## src/rtl/booth_dot_accumulator_if.sv

```systemverilog
// Handshake bundle between the Booth multiplier, the dot-product
// accumulator and the result consumer.
interface booth_dot_accumulator_if #(
    parameter int PWIDTH = 10,
    parameter int AWIDTH = 16
);
    logic                     start;
    logic signed [PWIDTH-1:0] prod;
    logic                     prod_valid;
    logic                     prod_ready;
    logic signed [AWIDTH-1:0] acc_out;
    logic                     acc_valid;
    logic                     acc_ready;
    logic                     ovf;
    logic                     busy;

    modport master (
        output start, prod, prod_valid, acc_ready,
        input  prod_ready, acc_out, acc_valid, ovf, busy
    );

    modport slave (
        input  start, prod, prod_valid, acc_ready,
        output prod_ready, acc_out, acc_valid, ovf, busy
    );
endinterface

```

## src/rtl/booth_dot_accumulator.sv

```systemverilog
// Accumulates NTERMS signed Booth products into a dot product with
// optional saturation, a sticky overflow flag and a valid/ready result.
module booth_dot_accumulator #(
    parameter int PWIDTH = 10,
    parameter int AWIDTH = 16,
    parameter int NTERMS = 4,
    parameter bit SAT    = 1'b1
) (
    input logic                     clk,
    input logic                     rst,
    booth_dot_accumulator_if.slave  bus
);
    typedef enum logic [1:0] {
        IDLE  = 2'd0,
        ACCUM = 2'd1,
        HOLD  = 2'd2
    } state_t;

    localparam logic [7:0] LAST = 8'(NTERMS - 1);
    localparam logic [AWIDTH-1:0] MAXV = {1'b0, {(AWIDTH-1){1'b1}}};
    localparam logic [AWIDTH-1:0] MINV = {1'b1, {(AWIDTH-1){1'b0}}};

    state_t                   state_q, state_d;
    logic signed [AWIDTH-1:0] acc_q, acc_d;
    logic [7:0]               cnt_q, cnt_d;
    logic                     ovf_q, ovf_d;
    logic                     prod_ready_q;
    logic                     acc_valid_q;
    logic                     busy_q;

    logic                     accept;
    logic signed [AWIDTH:0]   sum;
    logic                     ovf_now;

    assign accept = bus.prod_valid & prod_ready_q;

    // One extra bit makes signed overflow visible as a sign disagreement
    assign sum = {acc_q[AWIDTH-1], acc_q}
               + {{(AWIDTH+1-PWIDTH){bus.prod[PWIDTH-1]}}, bus.prod};
    assign ovf_now = sum[AWIDTH] ^ sum[AWIDTH-1];

    always_comb begin
        state_d = state_q;
        acc_d   = acc_q;
        cnt_d   = cnt_q;
        ovf_d   = ovf_q;
        unique case (state_q)
            IDLE: begin
                if (bus.start) begin
                    state_d = ACCUM;
                    acc_d   = '0;
                    cnt_d   = '0;
                    ovf_d   = 1'b0;
                end
            end
            ACCUM: begin
                if (accept) begin
                    if (ovf_now && SAT)
                        acc_d = sum[AWIDTH] ? MINV : MAXV;
                    else
                        acc_d = sum[AWIDTH-1:0];
                    ovf_d = ovf_q | ovf_now;
                    cnt_d = cnt_q + 8'd1;
                    if (cnt_q == LAST)
                        state_d = HOLD;
                end
            end
            HOLD: begin
                if (bus.acc_ready) begin
                    if (bus.start) begin
                        state_d = ACCUM;
                        acc_d   = '0;
                        cnt_d   = '0;
                        ovf_d   = 1'b0;
                    end else begin
                        state_d = IDLE;
                    end
                end
            end
            default: state_d = IDLE;
        endcase
    end

    always_ff @(posedge clk or posedge rst) begin
        if (rst) begin
            state_q      <= IDLE;
            acc_q        <= '0;
            cnt_q        <= '0;
            ovf_q        <= 1'b0;
            prod_ready_q <= 1'b0;
            acc_valid_q  <= 1'b0;
            busy_q       <= 1'b0;
        end else begin
            state_q      <= state_d;
            acc_q        <= acc_d;
            cnt_q        <= cnt_d;
            ovf_q        <= ovf_d;
            prod_ready_q <= (state_d == ACCUM);
            acc_valid_q  <= (state_d == HOLD);
            busy_q       <= (state_d == ACCUM);
        end
    end

    assign bus.prod_ready = prod_ready_q;
    assign bus.acc_out    = acc_q;
    assign bus.acc_valid  = acc_valid_q;
    assign bus.ovf        = ovf_q;
    assign bus.busy       = busy_q;
endmodule
```

## src/flat_wrapper.sv

```systemverilog
// flat-port wrapper written by rule: the top's interface ports become plain ports
module booth_dot_accumulator_flat 
#(
    parameter int PWIDTH = 10,
    parameter int AWIDTH = 16,
    parameter int NTERMS = 4,
    parameter bit SAT    = 1'b1
)
  (clk, rst, bus_start, bus_prod, bus_prod_valid, bus_acc_ready, bus_prod_ready, bus_acc_out, bus_acc_valid, bus_ovf, bus_busy);
  booth_dot_accumulator_if #(.PWIDTH(PWIDTH), .AWIDTH(AWIDTH)) bus_i ();
  input logic clk;
  input logic rst;
  input wire logic [$bits(bus_i.start)-1:0] bus_start;
  input wire logic [$bits(bus_i.prod)-1:0] bus_prod;
  input wire logic [$bits(bus_i.prod_valid)-1:0] bus_prod_valid;
  input wire logic [$bits(bus_i.acc_ready)-1:0] bus_acc_ready;
  output wire logic [$bits(bus_i.prod_ready)-1:0] bus_prod_ready;
  output wire logic [$bits(bus_i.acc_out)-1:0] bus_acc_out;
  output wire logic [$bits(bus_i.acc_valid)-1:0] bus_acc_valid;
  output wire logic [$bits(bus_i.ovf)-1:0] bus_ovf;
  output wire logic [$bits(bus_i.busy)-1:0] bus_busy;
  assign bus_i.start = bus_start;
  assign bus_i.prod = bus_prod;
  assign bus_i.prod_valid = bus_prod_valid;
  assign bus_i.acc_ready = bus_acc_ready;
  assign bus_prod_ready = bus_i.prod_ready;
  assign bus_acc_out = bus_i.acc_out;
  assign bus_acc_valid = bus_i.acc_valid;
  assign bus_ovf = bus_i.ovf;
  assign bus_busy = bus_i.busy;
  booth_dot_accumulator #(.PWIDTH(PWIDTH), .AWIDTH(AWIDTH), .NTERMS(NTERMS), .SAT(SAT)) u_core (.clk(clk), .rst(rst), .bus(bus_i));
endmodule
```

## config.mk

```make
export PLATFORM = sky130hd
export DESIGN_NAME = booth_dot_accumulator_flat
export DESIGN_NICKNAME = d
export VERILOG_FILES = /design/src/rtl/booth_dot_accumulator_if.sv /design/src/rtl/booth_dot_accumulator.sv /design/src/flat_wrapper.sv
export SDC_FILE = /design/constraint.sdc
export NUM_CORES = 1
export LEC_CHECK = 0
export CELL_PAD_IN_SITES_DETAIL_PLACEMENT = 1
export CELL_PAD_IN_SITES_GLOBAL_PLACEMENT = 1
export CORE_UTILIZATION = 25
export DETAILED_ROUTE_END_ITERATION = 8
export PLACE_DENSITY = 0.66
export SLEW_MARGIN = 20
export SYNTH_ARGS = -nofsm -noshare
export SYNTH_HDL_FRONTEND = slang
export SYNTH_SLANG_ARGS = --single-unit
```

## constraint.sdc

```tcl
create_clock -name clk -period 2.91 [get_ports clk]
set_clock_uncertainty 0.15 [all_clocks]
set_input_delay 0.582 -clock clk [delete_from_list [all_inputs] [get_ports clk]]
set_output_delay 0.582 -clock clk [all_outputs]
set_load 0.02 [all_outputs]
```

# After elaboration in Yosys (flattened, before gate mapping)
# Index checks and enable logic that the tools add are counted.
dict set report word_totals {
  wordCells 41
  ff_bits 29
  out_inout_bits 20
  inputBits 15
}
dict set report classes {
  n_reduce_logical 3
  eq_ne 7
  n_mux 20
  addsub 2
  n_bitwise 3
}
# cell count
set ops {}
lappend ops {{$mux W16} 5}
lappend ops {{$pmux W16 S3} 1}
lappend ops {{$mux W8} 3}
lappend ops {{$pmux W8 S3} 1}
lappend ops {{$add A16 B10 Y17} 1}
lappend ops {{$add A8 B1 Y8 const B} 1}
lappend ops {{$eq A8 B2 Y1 const B} 1}
lappend ops {{$mux W2} 4}
lappend ops {{$pmux W2 S3} 1}
lappend ops {{$eq A2 B1 Y1 const B} 2}
lappend ops {{$eq A2 B2 Y1 const B} 2}
lappend ops {{$mux W1} 4}
lappend ops {{$pmux W1 S3} 1}
lappend ops {{$reduce_and A3 Y1} 1}
lappend ops {{$reduce_bool A3 Y1} 1}
lappend ops {{$logic_not A2 Y1} 1}
lappend ops {{$ne A2 B1 Y1 const B} 1}
lappend ops {{$ne A2 B2 Y1 const B} 1}
lappend ops {{$and A1 B1 Y1} 1}
lappend ops {{$or A1 B1 Y1} 1}
lappend ops {{$xor A1 B1 Y1} 1}

# Logic depth before layout (Yosys ltp)
dict set report logic_depth {
  depth_word 5
  ltp_mapped 10
  mapped_depth_nobuf 9
}

# Worst setup path after synthesis
# Ideal clock, no wire load.
dict set report synth_path {
  path_kind {input to register}
  start {in bus_prod[0]}
  end {reg u_core.acc_q[13], in the netlist u_core.bus.acc_out[13]}
  slack_ps 213
  path_buffers 1
  t_arrival_ps 2422
  stages 10
  t_required_ps 2635
  setup_ps 125
  cell_sequence {ha_1 > fa_1 > a211oi_1 > o21ai_1 > nor3b_2 > a21oi_2 > a21oi_2 > buf_6 > a32oi_1 > nand2_1}
}
dict set report synth_via {
  elab_chain_len 5
  word_cells_on_any_way 6
}
# item line_no
set synth_lines {}
lappend synth_lines {{start, declared} flat_wrapper.sv:14} ;# input wire logic [$bits(bus_i.prod)-1:0] bus_prod;
lappend synth_lines {{$add A16 B10 Y17 (*)} booth_dot_accumulator.sv:39} ;# + {{(AWIDTH+1-PWIDTH){bus.prod[PWIDTH-1]}}, bus.prod};
lappend synth_lines {{$mux W16 / $xor A1 B1 Y1 (equally long branches)} {booth_dot_accumulator.sv:59, booth_dot_accumulator.sv:40}}
lappend synth_lines {{$mux W16 (*)} booth_dot_accumulator.sv:58} ;# if (ovf_now && SAT)
lappend synth_lines {{$mux W16 (*)} booth_dot_accumulator.sv:57} ;# if (accept) begin
lappend synth_lines {{$pmux W16 S3 (*)} booth_dot_accumulator.sv:47} ;# unique case (state_q)
lappend synth_lines {{end signal, assigned} booth_dot_accumulator.sv:87} ;# acc_q <= '0;
lappend synth_lines {{end signal, assigned} booth_dot_accumulator.sv:95} ;# acc_q <= acc_d;
lappend synth_lines {{end, declared} booth_dot_accumulator.sv:24} ;# logic signed [AWIDTH-1:0] acc_q, acc_d;
# Mark *: on every way between the ends. The rest lies on a longest branch, timed or not. The select of a mux whose other input is x is not followed.
# A chain may end at the register's enable or synchronous reset.

# Worst setup path in the final report
dict set report layout_path {
  start {in bus_prod[7]}
  end {reg u_core.acc_q[6], in the netlist u_core.bus.acc_out[6]}
}
# Same word-level chain as after synthesis.

==> impl_metrics.yaml <==
place:
  gp_congestion: 0.783
  hpwl_um: 4950
  dp.cells: 424
  place.port_buffers: 34
synthesis:
  synth_mux_area_frac: 0.00461
  yosys_warnings: 0
  synth-seq-area-share: 0.334
  synth_edf_count: 0
  synth_fa_ha_area_frac: 0.107
  synthXorXnorAreaFrac: 0.0720
  synth_top_family_by_area: "compound AO/OA/AOI/OAI gates"
  netlist_area_um2: 2170
  ys_ff_latch: 29
  synth_compound_gate_area_share: 0.257
  synth_top_area_frac: 0.334
  async_flop_share: 1.00
  syn_nets: 283
  yosys.area_share.simple: 0.179
  netlist.top_cell.by_area: "dfrtp_1"
  avgSynthCellArea_um2: 8.69
  syn-instance-count: 250
  ys_types: 51
  synthTopCellsByArea: "dfrtp_1 (33%), ha_1 (9.8%), a21oi_1 (6.0%)"
  synthFlopType: "dfrtp_1"
timing:
  layout_min_cycle_time_ns: 2.81
  finalCritPeriodShare: 0.965
  setup_viol: 0
  finalHoldWorstSlack_ns: 0.380
  report.final.slew_viol_count: 0
  slew_headroom: 0.733
  rsz0062_at_grt: "true"
  tightest_slew_ns: 0.397
  fmax_mhz: 356
  hold_viol: 0
power_and_ir_drop:
  pwr_density_cell_nw_per_um2: 1210
  irDropWorstVdd_mv: 0.476
  p_leak_uw: 0.00137
clock_tree:
  worstSkewPairLatency_ns: 0.28
  cts-root-buf: "clkbuf_8"
  clock-sinks: 29
  clk_transition_reported_paths_ns: 0.07
  hold_buffers: 0
  cts_buffers: 5
  tritoncts: "yes"
  ctsHtreeMaxLevel: 2
  clockBufferDepth: 2
critical_path:
  timing.critical_path.buf_inv: 3
  critPathSlowestCell: "clkdlybuf4s50_1"
  critPathTopFamily: "compound AO/OA/AOI/OAI gates"
  path_cells: "clkdlybuf4s50_1 > ha_1 > a2111oi_2 > buf_4 > o21ai_1 > nor3b_2 > a21oi_2 > a21oi_2 > buf_4 > a21oi_1 > o21ai_1"
  crit_arrival_ns: 2.83
  path_class: "input port to register"
  slowest_delay_ns: 0.41
  worst_setup_path_end_kind: "register"
  worstPathRequired_ns: 2.93
  crit_path_start_kind: "input port"
  path_max_fanout: 11
  reg2reg_slack_ns: 0.38
global_routing:
  grt_pass1_vias: 2257
  grt.total_usage: 0.155
  grt_max_degree: 30
  antenna_found_initial: 0
  grt_pass1_wl_um: 11000
  overflow: 0
route:
  routedWlPerCell_um: 15.2
  drt-total-wl_um: 6590
  viasPerCell: 5.06
  drtIter0Drc: 67
  drc: 0
  firstDrtPassIters: 4
  dr_total_vias: 2194
  postRouteAntennaNets: 0
status:
  status: "finished clean"
cells_and_area:
  nets: 361
  fillers: 980
  stdcell_count: 434
  num_antenna_cells: 0
  area_growth_pct: 44.1
  drive_above_1_share: 0.234
floorplan:
  initial_core_util: 0.262
  core_um2: 8300
  die_w_um: 95.2
  die_y_um: 95.2
  dieArea_um2: 9060
  io_pins: 35
  rows: 33
worst_hold_path:
  hp-class: "register to register"
run:
  cap_viol_max_count: 0
==> through the flow <==
stage	util	setup slack (ns)	setup TNS, ns	power (uW)	area, um^2
2_1_floorplan	-	0.213	0	2230	2170
3_3_place_gp	0.350	-0.354	-5.03	3100	2900
3_5_place_dp	0.350	-0.395	-5.99	3190	2900
4_1_cts	0.366	0.000127	0	3700	3040
5_1_grt	0.377	-0.0186	-0.0484	4110	3130
6_report	0.377	0.101	0	3780	3130
==> power breakdown <==
group / internal, uW / total (uW) / switching, uW
Clock: 279 / 457 / 178
Combinational: 1240 / 2620 / 1380
Sequential: 552 / 706 / 154
Total: 2070 / 3780 / 1710
==> worst paths after layout <==
| kind | end | from | cells after the start |
|---|---|---|---|
| setup / recovery | u_core.bus.acc_out[6]$_DFFE_PP0P_ | bus_prod[7] | 11 |
| hold / removal | u_core.bus.acc_out[9]$_DFFE_PP0P_ | u_core.bus.acc_out[9]$_DFFE_PP0P_ | 2 |
| setup reg to reg | u_core.bus.acc_out[6]$_DFFE_PP0P_ | u_core.bus.acc_out[7]$_DFFE_PP0P_ | 10 |
| hold reg to reg | u_core.bus.acc_out[9]$_DFFE_PP0P_ | u_core.bus.acc_out[9]$_DFFE_PP0P_ | 2 |
| max in group asynchronous | u_core.bus.acc_out[14]$_DFFE_PP0P_ | rst | 3 |
| min in group asynchronous | u_core.bus.acc_out[2]$_DFFE_PP0P_ | rst | 3 |
==> per-layer routing <==
metal,vias to the layer above,track usage,part of all wire
met4,0,0.0253,0.010
li1,1079,-,-
met1,1081,0.196,0.47
met3,7,0.0199,0.020
met5,-,0,0
met2,27,0.283,0.50
==> state kept, by name (all words and copies together), names as in the netlist <==
signal                 cells
u_core.bus.acc_out        16
u_core.cnt_q               8
u_core.state_q             2
u_core.bus.acc_valid       1
u_core.bus.ovf             1
u_core.bus.prod_ready      1
==> cells in the mapped netlist, drive strengths merged, types with 2 or more instances <==
cell      n
o21ai    39
dfrtp    29
a21oi    28
nand2    27
nor2     20
ha       17
xor2     11
buf       8
nand3     6
xnor2     6
a2111oi   4
a211oi    4
inv       4
nand4     4
o21a      4
a21o      3
clkbuf    3
nor4      3
and3      2
nand3b    2
nor3      2
nor3b     2
o22ai     2
==> cell families after synthesis <==
logic type      Yosys count
fa+ha+maj                18
buf+inv                  15
compound gates           94
xor+xnor                 17
simple gates             76
mux                       1
flops                    29
==> cells in the final DEF, fill, tap and decap left out, types with 3 or more instances in the layout <==
cell type	n
xnor2_1	6
nor2_1	20
a21o_1	3
clkdlybuf4s50_1	33
a211oi_1	3
nand3_1	6
dfrtp_1	29
clkbuf_8	6
o21ai_1	19
o21ai_0	19
buf_4	48
ha_1	13
o21a_1	4
inv_1	4
nand2_1	27
xor2_1	10
a21oi_2	3
nand4_1	4
a2111oi_2	3
a21oi_1	25
==> worst register-to-register path, stage by stage, from the launching register on <==
cell,delay [ns]
dfrtp_1,0.41
ha_1,0.34
a2111oi_2,0.41
buf_4,0.17
o21ai_1,0.06
nor3b_2,0.18
a21oi_2,0.17
a21oi_2,0.10
buf_4,0.19
a21oi_1,0.16
o21ai_1,0.09
==> cell type report <==
class	instances	area (um^2)	area share
multi-input cells	206	1430	0.458
flip-flops and latches	29	726	0.232
repair buffers	82	703	0.225
well taps	105	131	0.0420
clock buffers	6	82.6	0.0264
clock inverters	2	37.5	0.0120
inverters	4	15.0	0.00480
==> what timing repair did <==
item / CTS / global route
pin swaps: 0 / 8
resized for setup: 8 / 16
cloned: 0 / 0
setup endpoints to repair: 16 / 17
buffers inserted: 0 / 2
(Power assumes the default switching activity.)
